[src/rtl/gb_irq_pkg.sv]
// +-----------------------------------------------------------------------------
// | gb_irq_pkg
// | Shared constants, register addresses and ack FSM encoding for the
// | Game Boy interrupt controller.
// | Revision: 1.0
// +-----------------------------------------------------------------------------
`default_nettype none

package gb_irq_pkg;

    localparam int NUM_IRQ = 5;

    localparam int VBLANK = 0;
    localparam int STAT   = 1;
    localparam int TIMER  = 2;
    localparam int SERIAL = 3;
    localparam int JOYPAD = 4;

    localparam logic [15:0] DEFAULT_IF_ADDR = 16'hFF0F;
    localparam logic [15:0] DEFAULT_IE_ADDR = 16'hFFFF;

    localparam logic [7:0] VECTOR_BASE   = 8'h40;
    localparam logic [7:0] VECTOR_STRIDE = 8'd8;

    typedef enum logic [1:0] {
        IDLE     = 2'd0,
        DISPATCH = 2'd1,
        HOLD     = 2'd2
    } ack_state_t;

endpackage

`default_nettype wire

[src/rtl/irq_priority_encoder.sv]
// +-----------------------------------------------------------------------------
// | irq_priority_encoder
// | Combinational lowest-set-bit encoder over the interrupt lines.
// | Revision: 1.0
// +-----------------------------------------------------------------------------
`default_nettype none

module irq_priority_encoder
    import gb_irq_pkg::*;
(
    input  logic [NUM_IRQ-1:0] pending,
    output logic [2:0]         idx,
    output logic               valid
);

    // Scan from the top down so the lowest set bit is the last one written.
    always_comb begin
        idx   = 3'd0;
        valid = 1'b0;
        for (int i = NUM_IRQ - 1; i >= 0; i--) begin
            if (pending[i]) begin
                idx   = 3'(i);
                valid = 1'b1;
            end
        end
    end

endmodule

`default_nettype wire

[src/rtl/interrupt_controller.sv]
// +-----------------------------------------------------------------------------
// | interrupt_controller
// | IF/IE registers, request edge latching and CPU dispatch acknowledge.
// | Revision: 1.0
// +-----------------------------------------------------------------------------
`default_nettype none

module interrupt_controller
    import gb_irq_pkg::*;
#(
    parameter logic [15:0] IF_ADDR = DEFAULT_IF_ADDR,
    parameter logic [15:0] IE_ADDR = DEFAULT_IE_ADDR
) (
    input  logic               i_Clk,
    input  logic               i_Reset,
    input  logic               i_Enable,
    input  logic [15:0]        i_Address,
    input  logic [7:0]         i_Bus,
    input  logic               i_Bus_Out,
    input  logic               i_Bus_In,
    input  logic [NUM_IRQ-1:0] i_Requests,
    input  logic               i_Handle_Interrupt,
    output logic [NUM_IRQ-1:0] o_Interrupts,
    output logic [7:0]         o_Bus,
    output logic               o_Selected,
    output logic [7:0]         o_Vector,
    output logic               o_Ack_Valid
);

    logic [NUM_IRQ-1:0] if_reg;
    logic [7:0]         ie_reg;
    logic [NUM_IRQ-1:0] req_prev;
    ack_state_t         state;

    logic [NUM_IRQ-1:0] pending;
    logic [2:0]         enc_idx;
    logic               enc_valid;
    logic               if_sel;
    logic               ie_sel;
    logic [NUM_IRQ-1:0] edges;
    logic [NUM_IRQ-1:0] ack_clear;
    logic [NUM_IRQ-1:0] if_next;

    assign pending      = if_reg & ie_reg[NUM_IRQ-1:0];
    assign o_Interrupts = pending;

    irq_priority_encoder u_encoder (
        .pending (pending),
        .idx     (enc_idx),
        .valid   (enc_valid)
    );

    assign if_sel     = (i_Address == IF_ADDR);
    assign ie_sel     = (i_Address == IE_ADDR);
    assign o_Selected = if_sel | ie_sel;

    // A fresh request edge wins over both a CPU write and an ack clear.
    always_comb begin
        edges     = i_Requests & ~req_prev;
        ack_clear = '0;
        if (state == DISPATCH && enc_valid) begin
            ack_clear = NUM_IRQ'(1) << enc_idx;
        end
        if_next = (((i_Bus_Out && if_sel) ? i_Bus[NUM_IRQ-1:0] : if_reg) & ~ack_clear) | edges;
    end

    always_comb begin
        o_Bus = 8'h00;
        if (i_Bus_In && if_sel) begin
            o_Bus = {3'b111, if_reg};
        end else if (i_Bus_In && ie_sel) begin
            o_Bus = ie_reg;
        end
    end

    always_ff @(posedge i_Clk or posedge i_Reset) begin
        if (i_Reset) begin
            if_reg      <= '0;
            ie_reg      <= 8'h00;
            req_prev    <= '0;
            state       <= IDLE;
            o_Vector    <= 8'h00;
            o_Ack_Valid <= 1'b0;
        end else if (i_Enable) begin
            if_reg      <= if_next;
            req_prev    <= i_Requests;
            o_Ack_Valid <= 1'b0;
            if (i_Bus_Out && ie_sel) begin
                ie_reg <= i_Bus;
            end
            case (state)
                IDLE: begin
                    if (i_Handle_Interrupt) begin
                        state <= DISPATCH;
                    end
                end
                DISPATCH: begin
                    o_Vector    <= enc_valid ? (VECTOR_BASE + VECTOR_STRIDE * {5'd0, enc_idx}) : 8'h00;
                    o_Ack_Valid <= 1'b1;
                    state       <= HOLD;
                end
                HOLD: begin
                    if (!i_Handle_Interrupt) begin
                        state <= IDLE;
                    end
                end
                default: state <= IDLE;
            endcase
        end
    end

endmodule

`default_nettype wire

[config.mk]
export PLATFORM = sky130hd
export DESIGN_NAME = interrupt_controller
export DESIGN_NICKNAME = d
export VERILOG_FILES = /design/src/rtl/gb_irq_pkg.sv /design/src/rtl/irq_priority_encoder.sv /design/src/rtl/interrupt_controller.sv
export SDC_FILE = /design/constraint.sdc
export NUM_CORES = 1
export LEC_CHECK = 0
export CAP_MARGIN = 20
export CORE_ASPECT_RATIO = 0.8
export CORE_UTILIZATION = 42
export DETAILED_ROUTE_END_ITERATION = 8
export MAX_ROUTING_LAYER = met4
export PLACE_DENSITY = 0.75
export SYNTH_ARGS = -nofsm -noshare
export SYNTH_HDL_FRONTEND = slang
export SYNTH_SLANG_ARGS = --single-unit
export TNS_END_PERCENT = 10
[constraint.sdc]
create_clock -name i_Clk -period 3.35 [get_ports i_Clk]
set_input_delay 1.005 -clock i_Clk [delete_from_list [all_inputs] [get_ports i_Clk]]
set_output_delay 1.005 -clock i_Clk [all_outputs]
set_load 0.005 [all_outputs]
Word level (Yosys, flattened, before mapping)
Cells that the tools add are included.
{"block": "classes", "addsub": 1, "eq_ne": 6, "shift": 1, "mux": 19, "bitwise": 7, "reduce_logical": 9}
{"operator": "$eq 16x16->1 const B", "count": 2}
{"operator": "$mux 8", "count": 3}
{"operator": "$and 5x5->5", "count": 3}
{"operator": "$mux 3", "count": 5}
{"operator": "$mux 5", "count": 2}
{"operator": "$not 5->5", "count": 2}
{"operator": "$add 7x6->8 const A", "count": 1}
{"operator": "$mux 1", "count": 6}
{"operator": "$pmux 2 s3", "count": 1}
{"operator": "$logic_and 1x1->1", "count": 5}
{"operator": "$or 5x5->5", "count": 1}
{"operator": "$shl 1x3->5 const A", "count": 1}
{"operator": "$mux 2", "count": 2}
{"operator": "$ne 2x2->1 const B", "count": 2}
{"operator": "$reduce_and 2->1", "count": 2}
{"operator": "$reduce_and 3->1", "count": 1}
{"operator": "$eq 2x1->1 const B", "count": 1}
{"operator": "$eq 2x2->1 const B", "count": 1}
{"operator": "$logic_not 2->1", "count": 1}
{"operator": "$or 1x1->1", "count": 1}
{"block": "word_totals", "regBits": 29, "inputBits": 35, "output_inout_bits": 23, "word_cells": 49}

Logic depth before layout (Yosys ltp)
Gate-level depths: netlist of run 1.
{"block": "depth", "word_depth": 11, "depth_mapped": 5, "ltp_nobuf": 4}

By module
Synthesis of run 1 repeated with hierarchy kept, for this count alone.
{"block": "unflattened", "cells_unflattened": 148, "hier_area_um2": 1435.1}
{"module": "interrupt_controller", "instances": 1, "cells_per_inst": 140, "area_per_inst_um2": 1386.3, "seq_area_each_um2": 625.6}
{"module": "irq_priority_encoder", "instances": 1, "cells_per_inst": 8, "area_per_inst_um2": 48.8, "seq_area_each_um2": 0.0}

Worst setup path after synthesis of run 1
No wires, ideal clock.
{"block": "synth_path", "kind": "in2out", "from": "in i_Address[4]", "to": "out o_Bus[0]", "arrival_time_ns": 2.223, "t_required_ns": 2.345, "path_slack_ns": 0.122, "cell_stages": 5, "n_path_buf": 1, "cell_sequence": "or4_4 -> nor4_4 -> and2_1 -> buf_4 -> a22o_1"}
{"block": "synth_via", "elab_chain_len": 4, "elab_cells_between_ends": 6, "classes_between": "2 x eq/ne; 2 x mux; 2 x reduce/logical"}
{"element": "start: declaration", "line_no": "interrupt_controller.sv:17", "rtl": "input logic [15:0] i_Address,"}
{"element": "$eq 16x16->1", "line_no": "interrupt_controller.sv:54", "rtl": "assign ie_sel = (i_Address == IE_ADDR);"}
{"element": "$logic_and 1x1->1", "line_no": "interrupt_controller.sv:71", "rtl": "end else if (i_Bus_In && ie_sel) begin"}
{"element": "$mux 8", "line_no": "interrupt_controller.sv:71"}
{"element": "$mux 8 *", "line_no": "interrupt_controller.sv:69", "rtl": "if (i_Bus_In && if_sel) begin"}
{"element": "end: declaration", "line_no": "interrupt_controller.sv:24", "rtl": "output logic [7:0] o_Bus,"}
Mark *: on every way between the ends. The rest lies on a longest branch, timed or not.

Worst setup path in the final report of run 1
{"block": "layout_path", "from": "in i_Address[10]", "to": "out o_Bus[0]"}
The elaborated chain is that of the path after synthesis.

==> results of run 1 <==
per-stage QoR:
stage / TNS, ps / util (%) / instance area [um2] / hold WS [ps]
finish: -444 / 69.1 / 2130 / 494
floorplan: 0 / - / 1380 / 466
global route: -1080 / 69.1 / 2130 / 523
global placement: -6430 / 64.0 / 1980 / 460
detailed placement: -6950 / 64.0 / 1980 / 468
CTS: -404 / 67.3 / 2080 / 489
where the power goes:
group	leakage (nW)	switching, mW	internal (mW)
clock	0.0255	0.101	0.0835
combinational	0.686	0.0707	0.0794
sequential	0.308	0.0146	0.327
total	1.02	0.186	0.490
worst max path at each step:
stage	slack, ps	to	from	cells past startpoint
2_1_floorplan	120	o_Bus[0]	i_Address[4]	5
3_3_place_gp	-800	o_Selected	i_Address[4]	4
3_5_place_dp	-810	o_Bus[0]	i_Address[4]	7
4_1_cts	-80	o_Bus[2]	i_Address[6]	7
5_1_grt	-170	o_Bus[0]	i_Address[8]	8
6_report	-90	o_Bus[0]	i_Address[10]	8
what timing repair did:
action / 4_1_cts / 5_1_grt
setup endpoints to repair: 9 / 9
pin swaps: 14 / 13
resized for setup: 80 / 2
setup buffers: 12 / 6
final cells by class:
type	count	area, um2
inverter	10	37.5
fill	229	953
multi-input combinational	97	703
sequential	25	626
clock inverter	1	5.00
tap	40	50.0
timing repair buffer	78	669
clock buffer	3	41.3
critical path, stage by stage:
cell                            delay (ps)
sky130_fd_sc_hd__dlygate4sd2_1         190
sky130_fd_sc_hd__nand4_1               190
sky130_fd_sc_hd__buf_4                 210
sky130_fd_sc_hd__nor4_4                260
sky130_fd_sc_hd__and2_4                210
sky130_fd_sc_hd__buf_6                 110
sky130_fd_sc_hd__a22o_1                130
sky130_fd_sc_hd__buf_2                 120
cells by family after synthesis:
kind of cell	count (synthesis)
compound gates	35
buf+inv	19
flops	25
mux	11
other cells	1
simple gates	47
layer usage:
| metal | part of all wire, % | wire [um] | up-vias | GRT usage, % |
|---|---|---|---|---|
| met1 | 43 | 1780 | 678 | 32.6 |
| met2 | 49 | 2010 | 58 | 38.3 |
| met5 | 0 | 0 | - | - |
| met3 | 5.6 | 233 | 11 | 5.39 |
| met4 | 2.3 | 93 | 0 | 9.78 |
| li1 | - | - | 656 | - |
cells in the final DEF, fill, tap and decap left out, drive strengths merged, types with 2 or more instances in the layout:
cell type | synthesis | routed
buf | 5 | 39
clkdlybuf4s50 | 0 | 28
dfrtp | 25 | 25
nand2 | 15 | 15
mux2 | 11 | 11
inv | 10 | 10
dlygate4sd2 | 0 | 8
nand4 | 7 | 7
o21ai | 7 | 7
and2 | 6 | 6
nor2 | 5 | 5
a22o | 5 | 5
a21oi | 4 | 4
nand3 | 4 | 4
conb | 1 | 4
a21o | 3 | 3
clkbuf | 4 | 3
clkdlybuf4s15 | 0 | 3
nor4 | 2 | 2
a22oi | 2 | 2
or4 | 2 | 2
nand3b | 2 | 2
o221ai | 2 | 2
o2111ai | 2 | 2
a41oi | 2 | 2
==> impl_metrics.xml, run 1 <==
<?xml version="1.0" encoding="UTF-8"?>
<metrics>
  <group name="synthesis">
    <metric name="synth_compound_gate_area_share" unit="%">18.5</metric>
    <metric name="combinational_family_with_the_most_area_after_synthesis" unit="">simple AND/OR/NAND/NOR gates</metric>
    <metric name="netlist_top_cells_count" unit="">sky130_fd_sc_hd__dfrtp_1 (25), sky130_fd_sc_hd__nand2_1 (15), sky130_fd_sc_hd__mux2_2 (11), sky130_fd_sc_hd__inv_1 (10)</metric>
    <metric name="synth_cell_type_count" unit="">36</metric>
    <metric name="synth_xor_area_share" unit="%">0</metric>
    <metric name="synth_edf_count" unit="">0</metric>
    <metric name="yosysMostFrequentCell" unit="">sky130_fd_sc_hd__dfrtp_1</metric>
    <metric name="synth_area_leaders" unit="">sky130_fd_sc_hd__dfrtp_1 (46%), sky130_fd_sc_hd__mux2_2 (9.0%), sky130_fd_sc_hd__nand2_1 (4.1%)</metric>
    <metric name="post_synth_adder_cell_area" unit="%">0</metric>
    <metric name="dominantRegCellSynth" unit="">sky130_fd_sc_hd__dfrtp_1</metric>
    <metric name="synth_simple_gate_area_share" unit="%">19.9</metric>
    <metric name="synthesized_area_divided_by_synthesized_cell_count" unit="um2">9.92</metric>
    <metric name="synthesis.area" unit="um2">1370</metric>
    <metric name="total_number_of_yosys_warnings" unit="">0</metric>
    <metric name="synthDominantAreaCellType" unit="">sky130_fd_sc_hd__dfrtp_1</metric>
    <metric name="synth.mux.area_fraction" unit="%">9.05</metric>
    <metric name="ys_seq_elements" unit="">25</metric>
    <metric name="synth-seq-area-share" unit="%">45.7</metric>
    <metric name="synthCells" unit="">138</metric>
    <metric name="synth_largest_type_area_fraction" unit="%">45.7</metric>
    <metric name="synth_async_sr_flop_share" unit="%">100</metric>
  </group>
  <group name="cts">
    <metric name="cts-hold-fix-buffers" unit="">0</metric>
    <metric name="clock_sink_count" unit="">25</metric>
    <metric name="path_clk_slew" unit="ps">90</metric>
    <metric name="insertion_delay" unit="ps">280</metric>
    <metric name="h-tree-depth" unit="">1</metric>
    <metric name="root_buffer_cell" unit="">sky130_fd_sc_hd__clkbuf_8</metric>
    <metric name="clock_tree_from_tritoncts" unit="">yes</metric>
    <metric name="cts_max_path_buffers" unit="">2</metric>
    <metric name="cts_inserted_buffers" unit="">3</metric>
  </group>
  <group name="grt">
    <metric name="grt_use_total" unit="%">25.1</metric>
    <metric name="grt_pass1_wl" unit="um">6180</metric>
    <metric name="first_global_vias" unit="">1277</metric>
    <metric name="grt_start_max_net_pins" unit="">26</metric>
    <metric name="antenna_found_initial" unit="">0</metric>
    <metric name="globalRoute.totalOverflow" unit="">0</metric>
  </group>
  <group name="critical_path">
    <metric name="reg2reg_to" unit="">o_Vector[4]</metric>
    <metric name="worstPathRequired" unit="ps">2340</metric>
    <metric name="worst-r2r-setup-slack" unit="ps">1500</metric>
    <metric name="crit_path_end_kind" unit="">primary output</metric>
    <metric name="crit_path_start_kind" unit="">primary input</metric>
    <metric name="critPathKind" unit="">primary input to primary output</metric>
    <metric name="critical_path_peak_fanout" unit="">4</metric>
    <metric name="worst_ep_arrival_time" unit="ps">2430</metric>
    <metric name="r2r_cells" unit="">3</metric>
    <metric name="reg2reg_from" unit="">state[1]</metric>
  </group>
  <group name="placed_design">
    <metric name="pre_cts_ws" unit="ps">-808</metric>
    <metric name="cell_count_after_placement" unit="">234</metric>
    <metric name="dp_hpwl" unit="um">2880</metric>
    <metric name="io_buf_count" unit="">53</metric>
    <metric name="global_placement_routability_congestion" unit="">0.852</metric>
  </group>
  <group name="finish">
    <metric name="final_cells" unit="">254</metric>
    <metric name="layout.nets" unit="">250</metric>
    <metric name="post_route_cells_drive_above_1_share" unit="%">29.0</metric>
    <metric name="area_growth_syn_to_layout" unit="%">55.8</metric>
    <metric name="antenna_cells_inserted" unit="">0</metric>
    <metric name="largest_register_ffs" unit="">8</metric>
  </group>
  <group name="sta">
    <metric name="setup_violations" unit="">8</metric>
    <metric name="fin_ws" unit="ps">-86.0</metric>
    <metric name="highest_achievable_clock_rate" unit="MHz">291</metric>
    <metric name="setup_repair_after_global_routing_missed_its_margin" unit="">yes</metric>
    <metric name="fin_skew" unit="ps">3.75</metric>
    <metric name="fin_crit_sh" unit="%">103</metric>
    <metric name="worstMarginPinSlew" unit="ps">673</metric>
    <metric name="period_minus_ws_final" unit="ps">3440</metric>
    <metric name="hold_viol_final" unit="">0</metric>
    <metric name="worst_slew_margin_rel" unit="%">55.1</metric>
    <metric name="finalMaxSlewViolations" unit="">0</metric>
  </group>
  <group name="run_status">
    <metric name="outcome" unit="">finished, violations left</metric>
    <metric name="violations_in_the_final_reports" unit="">setup timing</metric>
  </group>
  <group name="floorplan">
    <metric name="floorplan.core_area" unit="um2">3090</metric>
    <metric name="io_pins" unit="">58</metric>
    <metric name="effective_utilization_at_floorplan" unit="%">44.4</metric>
    <metric name="fp.dieArea" unit="um2">3490</metric>
    <metric name="die_w" unit="um">65.8</metric>
    <metric name="placementRows" unit="">18</metric>
    <metric name="dieHeight" unit="um">53.1</metric>
  </group>
  <group name="routing">
    <metric name="total_via_count_in_the_routed_design" unit="">1403</metric>
    <metric name="post_route_wl" unit="um">4130</metric>
    <metric name="wl_per_cell" unit="um">16.2</metric>
    <metric name="detailedRoute.firstPassIterationCount" unit="">4</metric>
    <metric name="detail_route.vias_per_cell" unit="">5.52</metric>
    <metric name="final_antenna_net_count" unit="">0</metric>
    <metric name="detailedRoute.firstIterationViolations" unit="">98</metric>
    <metric name="remaining_drc_errors" unit="">0</metric>
  </group>
  <group name="worst_hold_path">
    <metric name="hold_class" unit="">register to register</metric>
    <metric name="endpoint_with_the_worst_hold_slack" unit="">o_Vector[4]</metric>
    <metric name="timing.hold.worst.start" unit="">o_Vector[4]</metric>
    <metric name="hold_path_depth" unit="">2</metric>
  </group>
  <group name="power_and_ir_drop">
    <metric name="design_power_total" unit="mW">0.676</metric>
    <metric name="powerDensity" unit="nW/um2">317</metric>
    <metric name="worst_ir_drop_vdd" unit="mV">0.287</metric>
    <metric name="power_leakage" unit="nW">1.02</metric>
  </group>
  <group name="run">
    <metric name="timing.max_cap.violations" unit="">0</metric>
  </group>
</metrics>
(Power assumes the default switching activity.)
==> run 2: changes to the inputs <==
--- a/config.mk
+++ b/config.mk
@@ -7,10 +7,11 @@
 export LEC_CHECK = 0
 export CAP_MARGIN = 20
 export CORE_ASPECT_RATIO = 0.8
-export CORE_UTILIZATION = 42
+export CORE_UTILIZATION = 44
+export CTS_BUF_LIST = sky130_fd_sc_hd__clkbuf_4
 export DETAILED_ROUTE_END_ITERATION = 8
 export MAX_ROUTING_LAYER = met4
-export PLACE_DENSITY = 0.75
+export PLACE_DENSITY = 0.79
 export SYNTH_ARGS = -nofsm -noshare
 export SYNTH_HDL_FRONTEND = slang
 export SYNTH_SLANG_ARGS = --single-unit
==> run 2 against run 1 <==
- clock power down 21%
- cell count down 1.6%
- fmax down 0.87%
- wire length up 0.15%
- global-route usage up 2.5 points
- the flow still finishes with violations (setup timing)
- setup slack worse by 30 ps
- via count up 1.7%
- critical path depth unchanged
- flip-flop and latch count unchanged
- non-clock buffer count down 2
==> impl_metrics.xml, run 2 (synthesis gave the netlist of run 1 again) <==
<?xml version="1.0" encoding="UTF-8"?>
<metrics>
  <group name="critical_path">
    <metric name="critPathKind" unit="">primary input to primary output</metric>
    <metric name="worstPathRequired" unit="ps">2340</metric>
    <metric name="critical_path_peak_fanout" unit="">3</metric>
    <metric name="worst_ep_arrival_time" unit="ps">2460</metric>
    <metric name="crit_path_end_kind" unit="">primary output</metric>
    <metric name="critical_path.most_common_cell" unit="">sky130_fd_sc_hd__buf_6</metric>
    <metric name="critical-path-slowest-cell" unit="">sky130_fd_sc_hd__or4_4</metric>
    <metric name="worst_path_largest_cell_delay" unit="ps">560</metric>
    <metric name="reg2reg_to" unit="">o_Vector[4]</metric>
    <metric name="worst-r2r-setup-slack" unit="ps">1590</metric>
    <metric name="r2r_cells" unit="">3</metric>
    <metric name="reg2reg_from" unit="">state[1]</metric>
    <metric name="critical_path.cell_chain" unit="">buf_6 &gt; or4_4 &gt; nor4_4 &gt; and2_4 &gt; buf_6 &gt; buf_6 &gt; a22o_1 &gt; buf_2</metric>
    <metric name="crit_path_start_kind" unit="">primary input</metric>
  </group>
  <group name="routing">
    <metric name="detailedRoute.firstIterationViolations" unit="">116</metric>
    <metric name="total_via_count_in_the_routed_design" unit="">1427</metric>
    <metric name="post_route_wl" unit="um">4130</metric>
    <metric name="detail_route.vias_per_cell" unit="">5.71</metric>
    <metric name="final_antenna_net_count" unit="">0</metric>
    <metric name="remaining_drc_errors" unit="">0</metric>
    <metric name="detailedRoute.firstPassIterationCount" unit="">4</metric>
    <metric name="wl_per_cell" unit="um">16.5</metric>
  </group>
  <group name="grt">
    <metric name="first_global_vias" unit="">1412</metric>
    <metric name="antenna_found_initial" unit="">0</metric>
    <metric name="grt_pass1_wl" unit="um">6710</metric>
    <metric name="grt_use_total" unit="%">27.5</metric>
    <metric name="grt_start_max_net_pins" unit="">26</metric>
    <metric name="globalRoute.totalOverflow" unit="">0</metric>
  </group>
  <group name="finish">
    <metric name="area_growth_syn_to_layout" unit="%">52.8</metric>
    <metric name="mostFrequentLayoutCell" unit="">sky130_fd_sc_hd__clkdlybuf4s50_1</metric>
    <metric name="largest_register_ffs" unit="">8</metric>
    <metric name="sequential_cell_area" unit="um2">626</metric>
    <metric name="finalInstanceArea" unit="um2">2090</metric>
    <metric name="antenna_cells_inserted" unit="">0</metric>
    <metric name="post_route_cells_drive_above_1_share" unit="%">27.4</metric>
    <metric name="mostFrequentLayoutCells" unit="">sky130_fd_sc_hd__clkdlybuf4s50_1 (28), sky130_fd_sc_hd__dfrtp_1 (25), sky130_fd_sc_hd__buf_4 (21)</metric>
    <metric name="layout.nets" unit="">248</metric>
    <metric name="n_fill_cell" unit="">210</metric>
    <metric name="final_cells" unit="">250</metric>
    <metric name="multi_input_comb_area" unit="um2">703</metric>
  </group>
  <group name="placed_design">
    <metric name="dp_hpwl" unit="um">2720</metric>
    <metric name="global_placement_routability_congestion" unit="">0.839</metric>
    <metric name="dpl_cell_area" unit="um2">1970</metric>
    <metric name="cell_count_after_placement" unit="">231</metric>
    <metric name="io_buf_count" unit="">53</metric>
  </group>
  <group name="power_and_ir_drop">
    <metric name="worst_ir_drop_vdd" unit="mV">0.286</metric>
    <metric name="intPower" unit="mW">0.460</metric>
    <metric name="design_power_total" unit="mW">0.633</metric>
    <metric name="power_leakage" unit="nW">1.01</metric>
    <metric name="switching_pwr" unit="mW">0.173</metric>
    <metric name="power.share.combinational" unit="%">23.1</metric>
    <metric name="pwr-share-clk" unit="%">22.9</metric>
    <metric name="netSwitchingFraction" unit="%">27.4</metric>
    <metric name="powerDensity" unit="nW/um2">303</metric>
    <metric name="share_seq_of_total_power" unit="%">54.0</metric>
  </group>
  <group name="cts">
    <metric name="path_clk_slew" unit="ps">130</metric>
    <metric name="clock_tree_from_tritoncts" unit="">yes</metric>
    <metric name="cts_max_path_buffers" unit="">2</metric>
    <metric name="root_buffer_cell" unit="">sky130_fd_sc_hd__clkbuf_4</metric>
    <metric name="cts_inserted_buffers" unit="">3</metric>
    <metric name="insertion_delay" unit="ps">320</metric>
    <metric name="h-tree-depth" unit="">1</metric>
    <metric name="clock_sink_count" unit="">25</metric>
  </group>
  <group name="floorplan">
    <metric name="fp.dieArea" unit="um2">3340</metric>
    <metric name="effective_utilization_at_floorplan" unit="%">48.0</metric>
    <metric name="io_pins" unit="">58</metric>
    <metric name="floorplan.core_area" unit="um2">2850</metric>
    <metric name="die_w" unit="um">64.4</metric>
    <metric name="placementRows" unit="">17</metric>
    <metric name="dieHeight" unit="um">51.9</metric>
  </group>
  <group name="sta">
    <metric name="fin_ws" unit="ps">-116</metric>
    <metric name="finalMaxSlewViolations" unit="">0</metric>
    <metric name="fin_skew" unit="ps">2.06</metric>
    <metric name="fin_crit_sh" unit="%">103</metric>
    <metric name="setup_total_negative_slack" unit="ps">-738</metric>
    <metric name="highest_achievable_clock_rate" unit="MHz">289</metric>
    <metric name="period_minus_ws_final" unit="ps">3470</metric>
    <metric name="worstMarginPinSlew" unit="ps">627</metric>
    <metric name="fin_worst_hold_slack" unit="ps">493</metric>
    <metric name="hold_viol_final" unit="">0</metric>
    <metric name="setup_repair_after_global_routing_missed_its_margin" unit="">yes</metric>
    <metric name="setup_violations" unit="">8</metric>
    <metric name="worst_slew_margin_rel" unit="%">58.2</metric>
  </group>
  <group name="run_status">
    <metric name="outcome" unit="">finished, violations left</metric>
    <metric name="violations_in_the_final_reports" unit="">setup timing</metric>
  </group>
  <group name="worst_hold_path">
    <metric name="endpoint_with_the_worst_hold_slack" unit="">o_Vector[3]</metric>
    <metric name="timing.hold.worst.start" unit="">o_Vector[3]</metric>
    <metric name="hold_path_depth" unit="">2</metric>
    <metric name="hold_class" unit="">register to register</metric>
  </group>
  <group name="run">
    <metric name="timing.max_cap.violations" unit="">0</metric>
  </group>
</metrics>
run 2: cell types whose count changed in the layout (fill, tap and decap cells not counted), sizes merged:
cell           before  now
dlygate4sd2         8   12
clkdlybuf4s15       3    1
clkinv              1    0
clkbuf              3    4
buf                39   35
run 2: layout make-up:
type                    instances  share of cell area [%]
multi-input cells              97                    33.6
repair buffers                 76                    31.0
flip-flops and latches         25                    29.9
well taps                      38                    2.27
inverters                      10                    1.79
clock buffers                   4                    1.44
run 2: worst max path at each step:
stage,from,end,slack [ps]
final,i_Address[7],o_Bus[4],-120
after global routing,i_Address[7],o_Bus[4],-160
after CTS,i_Address[7],o_Bus[3],-150
after detailed placement,i_Address[4],o_Bus[6],-840
after global placement,i_Address[4],o_Bus[6],-800
after floorplan,i_Address[4],o_Bus[0],120
run 2: what timing repair did:
item                                    4_1_cts  5_1_grt
hold buffers                                  0        0
pin swaps                                    12        4
resized for setup                            72        2
setup buffers                                14        1
endpoints found under the setup margin        9        9
run 2: metal layers:
layer  vias to the layer above  track usage [%]  wire, um
li1                        650                -         -
met1                       657             32.7      1650
met2                        96             45.4      1930
met3                        24             7.68       400
met4                         0             9.63       149
met5                         -                -         0
run 2: critical path, delay by kind of cell:
kind	cells	cell delay [ps]
AO/OA/AOI/OAI	1	130
buffers and inverters	4	390
AND/OR/NAND/NOR	3	930
run 2: through the flow:
step	setup slack [ps]	utilization (%)
floorplan	122	-
global route	-161	73.4
CTS	-148	72.5
global placement	-805	69.0
finish	-116	73.4
detailed placement	-844	69.0
run 2: power groups by stage:
| stage | registers (mW) | logic (mW) | clock network [mW] |
|---|---|---|---|
| after floorplan | 0.346 | 0.0681 | 0 |
| after global placement | 0.346 | 0.139 | 0 |
| after detailed placement | 0.348 | 0.143 | 0 |
| after CTS | 0.342 | 0.143 | 0.147 |
| after global routing | 0.346 | 0.164 | 0.156 |
| final | 0.342 | 0.146 | 0.145 |
==> run 3: changes to the inputs <==
--- a/config.mk
+++ b/config.mk
@@ -5,13 +5,14 @@
 export SDC_FILE = /design/constraint.sdc
 export NUM_CORES = 1
 export LEC_CHECK = 0
+export ABC_AREA = 1
 export CAP_MARGIN = 20
 export CORE_ASPECT_RATIO = 0.8
-export CORE_UTILIZATION = 44
+export CORE_UTILIZATION = 41
 export CTS_BUF_LIST = sky130_fd_sc_hd__clkbuf_4
 export DETAILED_ROUTE_END_ITERATION = 8
 export MAX_ROUTING_LAYER = met4
-export PLACE_DENSITY = 0.79
+export PLACE_DENSITY = 0.75
 export SYNTH_ARGS = -nofsm -noshare
 export SYNTH_HDL_FRONTEND = slang
 export SYNTH_SLANG_ARGS = --single-unit
==> constraint.sdc (replaced) <==
create_clock -name i_Clk -period 3.12 [get_ports i_Clk]
set_input_delay 0.936 -clock i_Clk [delete_from_list [all_inputs] [get_ports i_Clk]]
set_output_delay 0.936 -clock i_Clk [all_outputs]
set_load 0.005 [all_outputs]
==> run 3 against run 2 <==
- the flow now finishes without violations
- clock skew is essentially flat
- synthesized area is 9.9% higher
- global-route usage shrank 7.0 points
- final area grew 6.1%
- register-to-register slack improved by 180 ps
- largest power group unchanged
- highest routed layer unchanged
- via count up 3.4%
- clock power is 6% higher
- synthesized cell count up 48%
- core utilization decreased by 9.4 points
- combinational power down 9.6%
==> impl_metrics.xml, run 3 <==
<?xml version="1.0" encoding="UTF-8"?>
<metrics>
  <group name="cts">
    <metric name="cts-hold-fix-buffers" unit="">0</metric>
    <metric name="root_buffer_cell" unit="">sky130_fd_sc_hd__clkbuf_4</metric>
    <metric name="clock_tree_from_tritoncts" unit="">yes</metric>
    <metric name="cts_max_path_buffers" unit="">2</metric>
    <metric name="h-tree-depth" unit="">1</metric>
    <metric name="path_clk_slew" unit="ps">130</metric>
    <metric name="insertion_delay" unit="ps">310</metric>
    <metric name="clock_sink_count" unit="">25</metric>
    <metric name="cts_inserted_buffers" unit="">3</metric>
  </group>
  <group name="placed_design">
    <metric name="global_placement_routability_congestion" unit="">0.813</metric>
    <metric name="dpl_cell_area" unit="um2">2120</metric>
    <metric name="io_buf_count" unit="">53</metric>
    <metric name="dp_hpwl" unit="um">2700</metric>
  </group>
  <group name="finish">
    <metric name="post_route_cells_drive_above_1_share" unit="%">24.4</metric>
    <metric name="largest_register_ffs" unit="">8</metric>
    <metric name="antenna_cells_inserted" unit="">0</metric>
    <metric name="area_growth_syn_to_layout" unit="%">47.6</metric>
    <metric name="finalInstanceArea" unit="um2">2220</metric>
    <metric name="layout.nets" unit="">307</metric>
    <metric name="mostFrequentLayoutCells" unit="">sky130_fd_sc_hd__nand2_1 (64), sky130_fd_sc_hd__inv_1 (29), sky130_fd_sc_hd__clkdlybuf4s50_1 (28)</metric>
    <metric name="mostFrequentLayoutCell" unit="">sky130_fd_sc_hd__nand2_1</metric>
    <metric name="layout.core_utilization" unit="%">64.0</metric>
  </group>
  <group name="synthesis">
    <metric name="synth_area_leaders" unit="">sky130_fd_sc_hd__dfrtp_1 (42%), sky130_fd_sc_hd__nand2_1 (17%), sky130_fd_sc_hd__inv_1 (7.7%)</metric>
    <metric name="synthCells" unit="">204</metric>
    <metric name="total_number_of_yosys_warnings" unit="">0</metric>
    <metric name="synth_async_sr_flop_share" unit="%">100</metric>
    <metric name="yosysMostFrequentCell" unit="">sky130_fd_sc_hd__nand2_1</metric>
    <metric name="dominantRegCellSynth" unit="">sky130_fd_sc_hd__dfrtp_1</metric>
    <metric name="netlist_top_cells_count" unit="">sky130_fd_sc_hd__nand2_1 (68), sky130_fd_sc_hd__inv_1 (31), sky130_fd_sc_hd__dfrtp_1 (25), sky130_fd_sc_hd__nor2_1 (12), sky130_fd_sc_hd__nand3_1 (10)</metric>
    <metric name="synthDominantAreaCellType" unit="">sky130_fd_sc_hd__dfrtp_1</metric>
    <metric name="synth-seq-area-share" unit="%">41.6</metric>
    <metric name="ys_seq_elements" unit="">25</metric>
    <metric name="synthesis.area" unit="um2">1500</metric>
    <metric name="synth_edf_count" unit="">0</metric>
    <metric name="synth_largest_type_area_fraction" unit="%">41.6</metric>
    <metric name="synthesized_area_divided_by_synthesized_cell_count" unit="um2">7.37</metric>
    <metric name="synth_cell_type_count" unit="">24</metric>
  </group>
  <group name="critical_path">
    <metric name="worst_path_dominant_cell_family" unit="">buffers and inverters</metric>
    <metric name="critPathKind" unit="">primary input to primary output</metric>
    <metric name="worst_path_largest_cell_delay" unit="ps">520</metric>
    <metric name="critical-path-slowest-cell" unit="">sky130_fd_sc_hd__clkdlybuf4s50_1</metric>
    <metric name="critical_path_peak_fanout" unit="">6</metric>
    <metric name="worst-path-buf-inv" unit="">4</metric>
    <metric name="crit_path_end_kind" unit="">primary output</metric>
    <metric name="critical_path.cell_chain" unit="">clkdlybuf4s50_1 &gt; inv_1 &gt; nor2_4 &gt; buf_6 &gt; nand3_2 &gt; o21ai_2 &gt; buf_2</metric>
    <metric name="worstPathRequired" unit="ps">2180</metric>
    <metric name="crit_path_start_kind" unit="">primary input</metric>
    <metric name="worst_ep_arrival_time" unit="ps">2120</metric>
  </group>
  <group name="grt">
    <metric name="antenna_found_initial" unit="">0</metric>
    <metric name="grt_start_max_net_pins" unit="">26</metric>
    <metric name="grt_use_total" unit="%">20.6</metric>
    <metric name="first_global_vias" unit="">1482</metric>
    <metric name="globalRoute.totalOverflow" unit="">0</metric>
    <metric name="grt_pass1_wl" unit="um">6290</metric>
  </group>
  <group name="power_and_ir_drop">
    <metric name="switching_pwr" unit="mW">0.177</metric>
    <metric name="intPower" unit="mW">0.466</metric>
    <metric name="pwr-share-clk" unit="%">23.8</metric>
    <metric name="share_seq_of_total_power" unit="%">55.7</metric>
    <metric name="powerDensity" unit="nW/um2">290</metric>
    <metric name="netSwitchingFraction" unit="%">27.5</metric>
    <metric name="power_leakage" unit="nW">1.24</metric>
    <metric name="power.share.combinational" unit="%">20.5</metric>
    <metric name="worst_ir_drop_vdd" unit="mV">0.174</metric>
  </group>
  <group name="routing">
    <metric name="wl_per_cell" unit="um">11.7</metric>
    <metric name="remaining_drc_errors" unit="">0</metric>
    <metric name="final_antenna_net_count" unit="">0</metric>
    <metric name="detail_route.vias_per_cell" unit="">4.71</metric>
    <metric name="detailedRoute.firstPassIterationCount" unit="">4</metric>
    <metric name="total_via_count_in_the_routed_design" unit="">1475</metric>
    <metric name="post_route_wl" unit="um">3660</metric>
    <metric name="detailedRoute.firstIterationViolations" unit="">39</metric>
  </group>
  <group name="run">
    <metric name="timing.max_cap.violations" unit="">0</metric>
  </group>
  <group name="sta">
    <metric name="finalMaxSlewViolations" unit="">0</metric>
    <metric name="highest_achievable_clock_rate" unit="MHz">327</metric>
    <metric name="setup_violations" unit="">0</metric>
    <metric name="hold_viol_final" unit="">0</metric>
    <metric name="fin_skew" unit="ps">2.14</metric>
    <metric name="period_minus_ws_final" unit="ps">3060</metric>
    <metric name="fin_crit_sh" unit="%">98.0</metric>
    <metric name="setup_repair_after_global_routing_missed_its_margin" unit="">yes</metric>
  </group>
  <group name="worst_hold_path">
    <metric name="hold_class" unit="">register to register</metric>
  </group>
  <group name="floorplan">
    <metric name="dieHeight" unit="um">56.2</metric>
    <metric name="effective_utilization_at_floorplan" unit="%">43.3</metric>
    <metric name="fp.dieArea" unit="um2">3920</metric>
    <metric name="die_w" unit="um">69.7</metric>
    <metric name="io_pins" unit="">58</metric>
    <metric name="placementRows" unit="">19</metric>
    <metric name="floorplan.core_area" unit="um2">3470</metric>
  </group>
  <group name="run_status">
    <metric name="outcome" unit="">finished, final reports clean</metric>
  </group>
</metrics>
-- run 3: cell count changes after synthesis, moves of 4 or more --
| cell | delta |
|---|---|
| sky130_fd_sc_hd__o21ai_1 | +8 |
| sky130_fd_sc_hd__nor2_1 | +7 |
| sky130_fd_sc_hd__o21ai_2 | +8 |
| sky130_fd_sc_hd__nand3_1 | +6 |
| sky130_fd_sc_hd__a22o_1 | -5 |
| sky130_fd_sc_hd__inv_2 | +4 |
| sky130_fd_sc_hd__inv_1 | +21 |
| sky130_fd_sc_hd__mux2_2 | -11 |
| sky130_fd_sc_hd__and2_1 | -5 |
| sky130_fd_sc_hd__nand2_1 | +53 |
-- run 3: worst min-delay path, cell delays in order (launching register included) --
cell,delay [ps]
sky130_fd_sc_hd__dfrtp_1,360
sky130_fd_sc_hd__nand2_1,50
sky130_fd_sc_hd__nand2_1,50
-- run 3: cells by family after synthesis --
logic type	share of synthesized area, %
simple gates	34.1
buf+inv	12.1
compound gates	12.0
flops	41.6
other cells	0.249
-- run 3: layout make-up --
| class | count | area [um2] |
|---|---|---|
| Multi-Input combinational cell | 140 | 791 |
| Clock buffer | 4 | 30.0 |
| Sequential cell | 25 | 626 |
| Timing Repair Buffer | 67 | 589 |
| Fill cell | 316 | 1250 |
| Inverter | 35 | 131 |
| Tap cell | 42 | 52.6 |
-- run 3: final timing paths --
| kind | from | end | slack, ps | cells after the start |
|---|---|---|---|---|
| setup / recovery | i_Bus_In | o_Bus[4] | 60 | 7 |
| hold / removal | req_prev[0] | req_prev[0] | 490 | 2 |
| setup reg to reg | if_reg[2] | if_reg[0] | 1770 | 7 |
| hold reg to reg | req_prev[0] | req_prev[0] | 490 | 2 |
| max in group asynchronous | i_Reset | if_reg[1] | 1930 | 3 |
| min in group asynchronous | i_Reset | req_prev[3] | 950 | 3 |
-- run 3: layer usage --
| layer | wire length [um] | up-vias | GRT usage (%) |
|---|---|---|---|
| li1 | - | 758 | - |
| met1 | 1740 | 660 | 26.9 |
| met5 | 0 | - | - |
| met2 | 1690 | 48 | 34.7 |
| met4 | 34 | 0 | 2.00 |
| met3 | 190 | 9 | 3.99 |
-- run 3: stage by stage --
step	power [mW]	setup slack (ps)	hold WS, ps	setup TNS, ps	cells
final	0.643	63.7	487	0	313
after floorplan	0.428	484	443	0	207
after global routing	0.679	-0.116	499	-0.116	313
after detailed placement	0.498	-548	462	-4450	304
after global placement	0.495	-509	454	-4200	304
after CTS	0.646	51.6	492	0	313
-- run 3: timing repair --
| item | in CTS | in global routing |
|---|---|---|
| resized for setup | 72 | 2 |
| setup buffers | 5 | 0 |
| endpoints found under the setup margin | 9 | 6 |
| pin swaps | 14 | 2 |
| gates cloned | 0 | 0 |
-- run 3: power by group through the flow --
stage / logic (mW) / registers (mW) / clock network, mW
after floorplan: 0.0657 / 0.362 / 0
after global placement: 0.131 / 0.364 / 0
after detailed placement: 0.134 / 0.364 / 0
after CTS: 0.132 / 0.358 / 0.155
after global routing: 0.150 / 0.361 / 0.168
final: 0.132 / 0.358 / 0.153
==> edit 1 (config.mk and constraints of run 3) <==
The 3 states of `ack_state_t` get a one-hot encoding in 3 bits.
--- a/src/rtl/gb_irq_pkg.sv
+++ b/src/rtl/gb_irq_pkg.sv
@@ -23,8 +23,8 @@
     localparam logic [7:0] VECTOR_STRIDE = 8'd8;
 
-    typedef enum logic [1:0] {
-        IDLE     = 2'd0,
-        DISPATCH = 2'd1,
-        HOLD     = 2'd2
+    typedef enum logic [2:0] {
+        IDLE     = 3'b001,
+        DISPATCH = 3'b010,
+        HOLD     = 3'b100
     } ack_state_t;
 
Behaviour: same outputs for any inputs over 4 cycles, from zero or initial values and one cycle with i_Reset high; so few cycles prove little.
==> edit 1 against run 3 <==
Worst setup slack better by 0.64 ps; first-iteration DRC count rose by 140%; synthesized area up 1.8%; via count increased by 4.5%; wire length up 6.4%; critical path depth increased by 1; fmax barely moved; final area is essentially flat; power increased by 28%; sequential cell count rose by 1.
==> edit 1: results (changes against run 3) <==
[setup_path]
worstPathMaxFanout = 6  ; unchanged
reg2reg_slack_ps = 1750  ; -20 ps
cpPeakStageDelay_ps = 220  ; -300 ps
rr_startpoint = state[2]$_DFFE_PP0P_
rr_worst_depth = 5  ; -2
r2r-end = o_Vector[5]$_DFFE_PP0P_
worstSetupStartpoint = i_Address[10]
crit_slowest_cell = clkdlybuf4s15_2

[detailed_routing]
drt-met1-wl_mm = 1.77  ; +2.1%
drt_iter0_drc = 94  ; +140%
drt-wirelength-per-cell_um = 12.2  ; +4.7%
met3_length_um = 226  ; +19%
avgViaCountPerCell = 4.85  ; +2.9%
wl_met2_mm = 1.86  ; +9.8%
top_layer = met4

[placement]
gp_congestion = 0.849  ; +4.5%
post-place-ws_ps = -582  ; -34.5 ps
hpwl_mm = 2.98  ; +10%

[yosys]
synth.distinct_cells = 26  ; +8.3%
synth_compound_area_share_pct = 9.97  ; -2.0 points
netlist_top_cells_count = 67 x nand2_1, 30 x inv_1, 25 x dfrtp_1
muxShareOfSynthArea_pct = 0.654  ; +0.65 points
synth_area_leaders = dfrtp_1 41%, nand2_1 16%, inv_1 7.4%
ys_seq_area_share_pct = 42.6  ; +0.97 points

[finish]
nets = 312  ; +1.6%
final_layout_size_suffix_gt1_share_pct = 22.8  ; -1.5 points
largest_register_ffs = 8  ; unchanged

[power_and_ir_drop]
power.switching_mw = 0.233  ; +32%
pwr-share-clk_pct = 28.6  ; +4.8 points
p_comb_mw = 0.188  ; +42%
vdd_drop_max_mv = 0.360  ; +110%
p_leak_nw = 1.26  ; +1.5%
clk-power_mw = 0.236  ; +54%

[grt]
use_met1_pct = 29.4  ; +2.5 points
grt_pass1_wl_mm = 6.60  ; +4.9%
grt_usage_pct = 21.5  ; +0.97 points
use_met2_pct = 32.7  ; -2.0 points
grt_pass1_vias = 1425  ; -3.8%
grt_max_degree = 27  ; +3.8%
use_met3_pct = 4.49  ; +0.50 points

[clock_network]
path_clk_slew_ps = 140
cts_max_level = 1  ; unchanged
clk_latency_ps = 330  ; +20 ps
numCtsBuffers = 3  ; unchanged

[sta]
holdWs_ps = 491  ; +4.37 ps
min_period_over_period_pct = 97.9  ; about the same
fin_worst_skew_ps = 2.27  ; +0.126 ps

[min_path]
min_from = o_Vector[4]$_DFFE_PP0P_
hold_end = o_Vector[4]$_DFFE_PP0P_

[run_status]
status = completed

[edit 1: cell types whose count changed after synthesis, moves of 2 or more]
cell | run 3 | this run
nand3_1 | 10 | 20
o21ai_0 | 7 | 15
o21ai_1 | 8 | 0
nor2_1 | 12 | 8
o21ai_2 | 8 | 4
nand2_2 | 2 | 4
nor2_2 | 3 | 1
[edit 1: final cells by class]
type,count,area (um^2)
clock buffers,3,22.5
clock inverters,1,30.0
fillers,313,1280
inverters,35,133
multi-input cells,144,741
flip-flops and latches,26,652
well taps,42,52.6
repair buffers,67,588
[edit 1: stage by stage]
step	instance area [um^2]	cells
6_report	2220	318
5_1_grt	2220	318
4_1_cts	2240	318
3_5_place_dp	2130	307
3_3_place_gp	2130	307
2_1_floorplan	1540	211
[edit 1: repair_timing]
action	in CTS	in global routing
buffers inserted	7	1
endpoints found under the setup margin	9	9
gates resized for setup	61	21
pin swaps	12	9
gates cloned	0	0
==> edit 2 (settings of run 3) <==
Without the edit above. Register the output `o_Interrupts`, cleared by the reset; this adds one clock of latency there. The other outputs are not delayed to match.
--- a/src/rtl/interrupt_controller.sv
+++ b/src/rtl/interrupt_controller.sv
@@ -43,5 +43,11 @@
 
     assign pending      = if_reg & ie_reg[NUM_IRQ-1:0];
-    assign o_Interrupts = pending;
+    always_ff @(posedge i_Clk or posedge i_Reset) begin
+        if (i_Reset) begin
+            o_Interrupts <= '0;
+        end else begin
+            o_Interrupts <= pending;
+        end
+    end
 
     irq_priority_encoder u_encoder (
Formal check against the unedited RTL: not equivalent (Yosys sat finds a counterexample within 4 cycles, from zero or initial values and one cycle with i_Reset high).
==> edit 2 against run 3 <==
Non-clock buffer count rose by 1; wire length rose by 4.2%; sequential cell count rose by 5; final area rose by 7.9%; power rose by 21%; synthesized area rose by 11%; sequential power rose by 20%; cell count rose by 6.1%; worst setup slack improved by 9.8 ps; register-to-register slack improved by 60 ps; fmax rose by 0.32%; worst hold slack got worse by 9.4 ps; critical path depth rose by 2.
==> edit 2: results (changes against run 3) <==
[finish]
final_layout_size_suffix_gt1_share_pct = 24.2  ; -0.17 points
fin_area_um2 = 2400  ; +7.9%

[setup_path]
worstSetupStartpoint = i_Address[11]
critical_path.endpoint = o_Bus[5]
cpPeakStageDelay_ps = 250  ; -270 ps
reg2reg_slack_ps = 1830  ; +60 ps
rr_startpoint = ie_reg[0]$_DFFE_PP0P_
r2r-end = if_reg[4]$_DFFE_PP0P_
rr_worst_depth = 8  ; +1
crit_slowest_cell = dlygate4sd2_1

[power_and_ir_drop]
combPwrFrac_pct = 19.9  ; -0.6 points
p_leak_nw = 1.29  ; +4.1%
pwr-share-clk_pct = 25.0  ; +1.2 points
vdd_drop_max_mv = 0.135  ; -23%
pwr_density_cell_nw_per_um2 = 326  ; +12%
p_sw_share_pct = 28.2  ; +0.65 points

[clock_network]
numCtsBuffers = 5  ; +2
cts_max_level = 2  ; +1
cts-resized-gates = 67  ; -6.9%

[yosys]
ys_seq_area_share_pct = 45.0  ; +3.4 points
synth_area_leaders = dfrtp_1 45%, nand2_1 13%, inv_1 7.4%
synth.distinct_cells = 27  ; +13%
synth_compound_area_share_pct = 12.4  ; +0.40 points
netlist_top_cells_count = 56 x nand2_1, 33 x inv_1, 30 x dfrtp_1

[run_status]
status = completed

[min_path]
min_from = req_prev[3]$_DFFE_PP0P_

[detailed_routing]
drt_iter0_drc = 79  ; +100%
avgViaCountPerCell = 4.58  ; -2.7%

[grt]
grt_max_degree = 31  ; +19%
use_met2_pct = 33.1  ; -1.6 points
grt_pass1_vias = 1468  ; -0.94%
grt_pass1_wl_mm = 6.49  ; +3.3%

[sta]
holdWs_ps = 477  ; -9.40 ps

edit 2: changes by cell type after synthesis, moves of 2 or more:
cell / before / now
inv_1: 31 / 33
o21ai_0: 7 / 11
a21oi_1: 7 / 9
nand2_1: 68 / 56
dfrtp_1: 25 / 30
nand3_1: 10 / 13
o21ai_1: 8 / 4
edit 2: metrics by stage:
| step | cells | setup slack (ps) |
|---|---|---|
| after floorplan | 210 | 447 |
| final | 332 | 73.5 |
| after CTS | 330 | 14.9 |
| after global routing | 332 | 0.950 |
| after global placement | 320 | -552 |
| after detailed placement | 320 | -591 |
edit 2: final cells by class:
| cell class | count | area share [%] |
|---|---|---|
| timing repair buffer | 68 | 25.0 |
| clock inverter | 1 | 0.157 |
| multi-input combinational | 137 | 33.4 |
| inverter | 36 | 5.64 |
| clock buffer | 5 | 1.57 |
| sequential | 30 | 31.3 |
| tap | 55 | 2.87 |
edit 2: critical path, delay by kind of cell:
family        cells  cell delay (ps)
buf+inv           5              730
simple gates      4              440
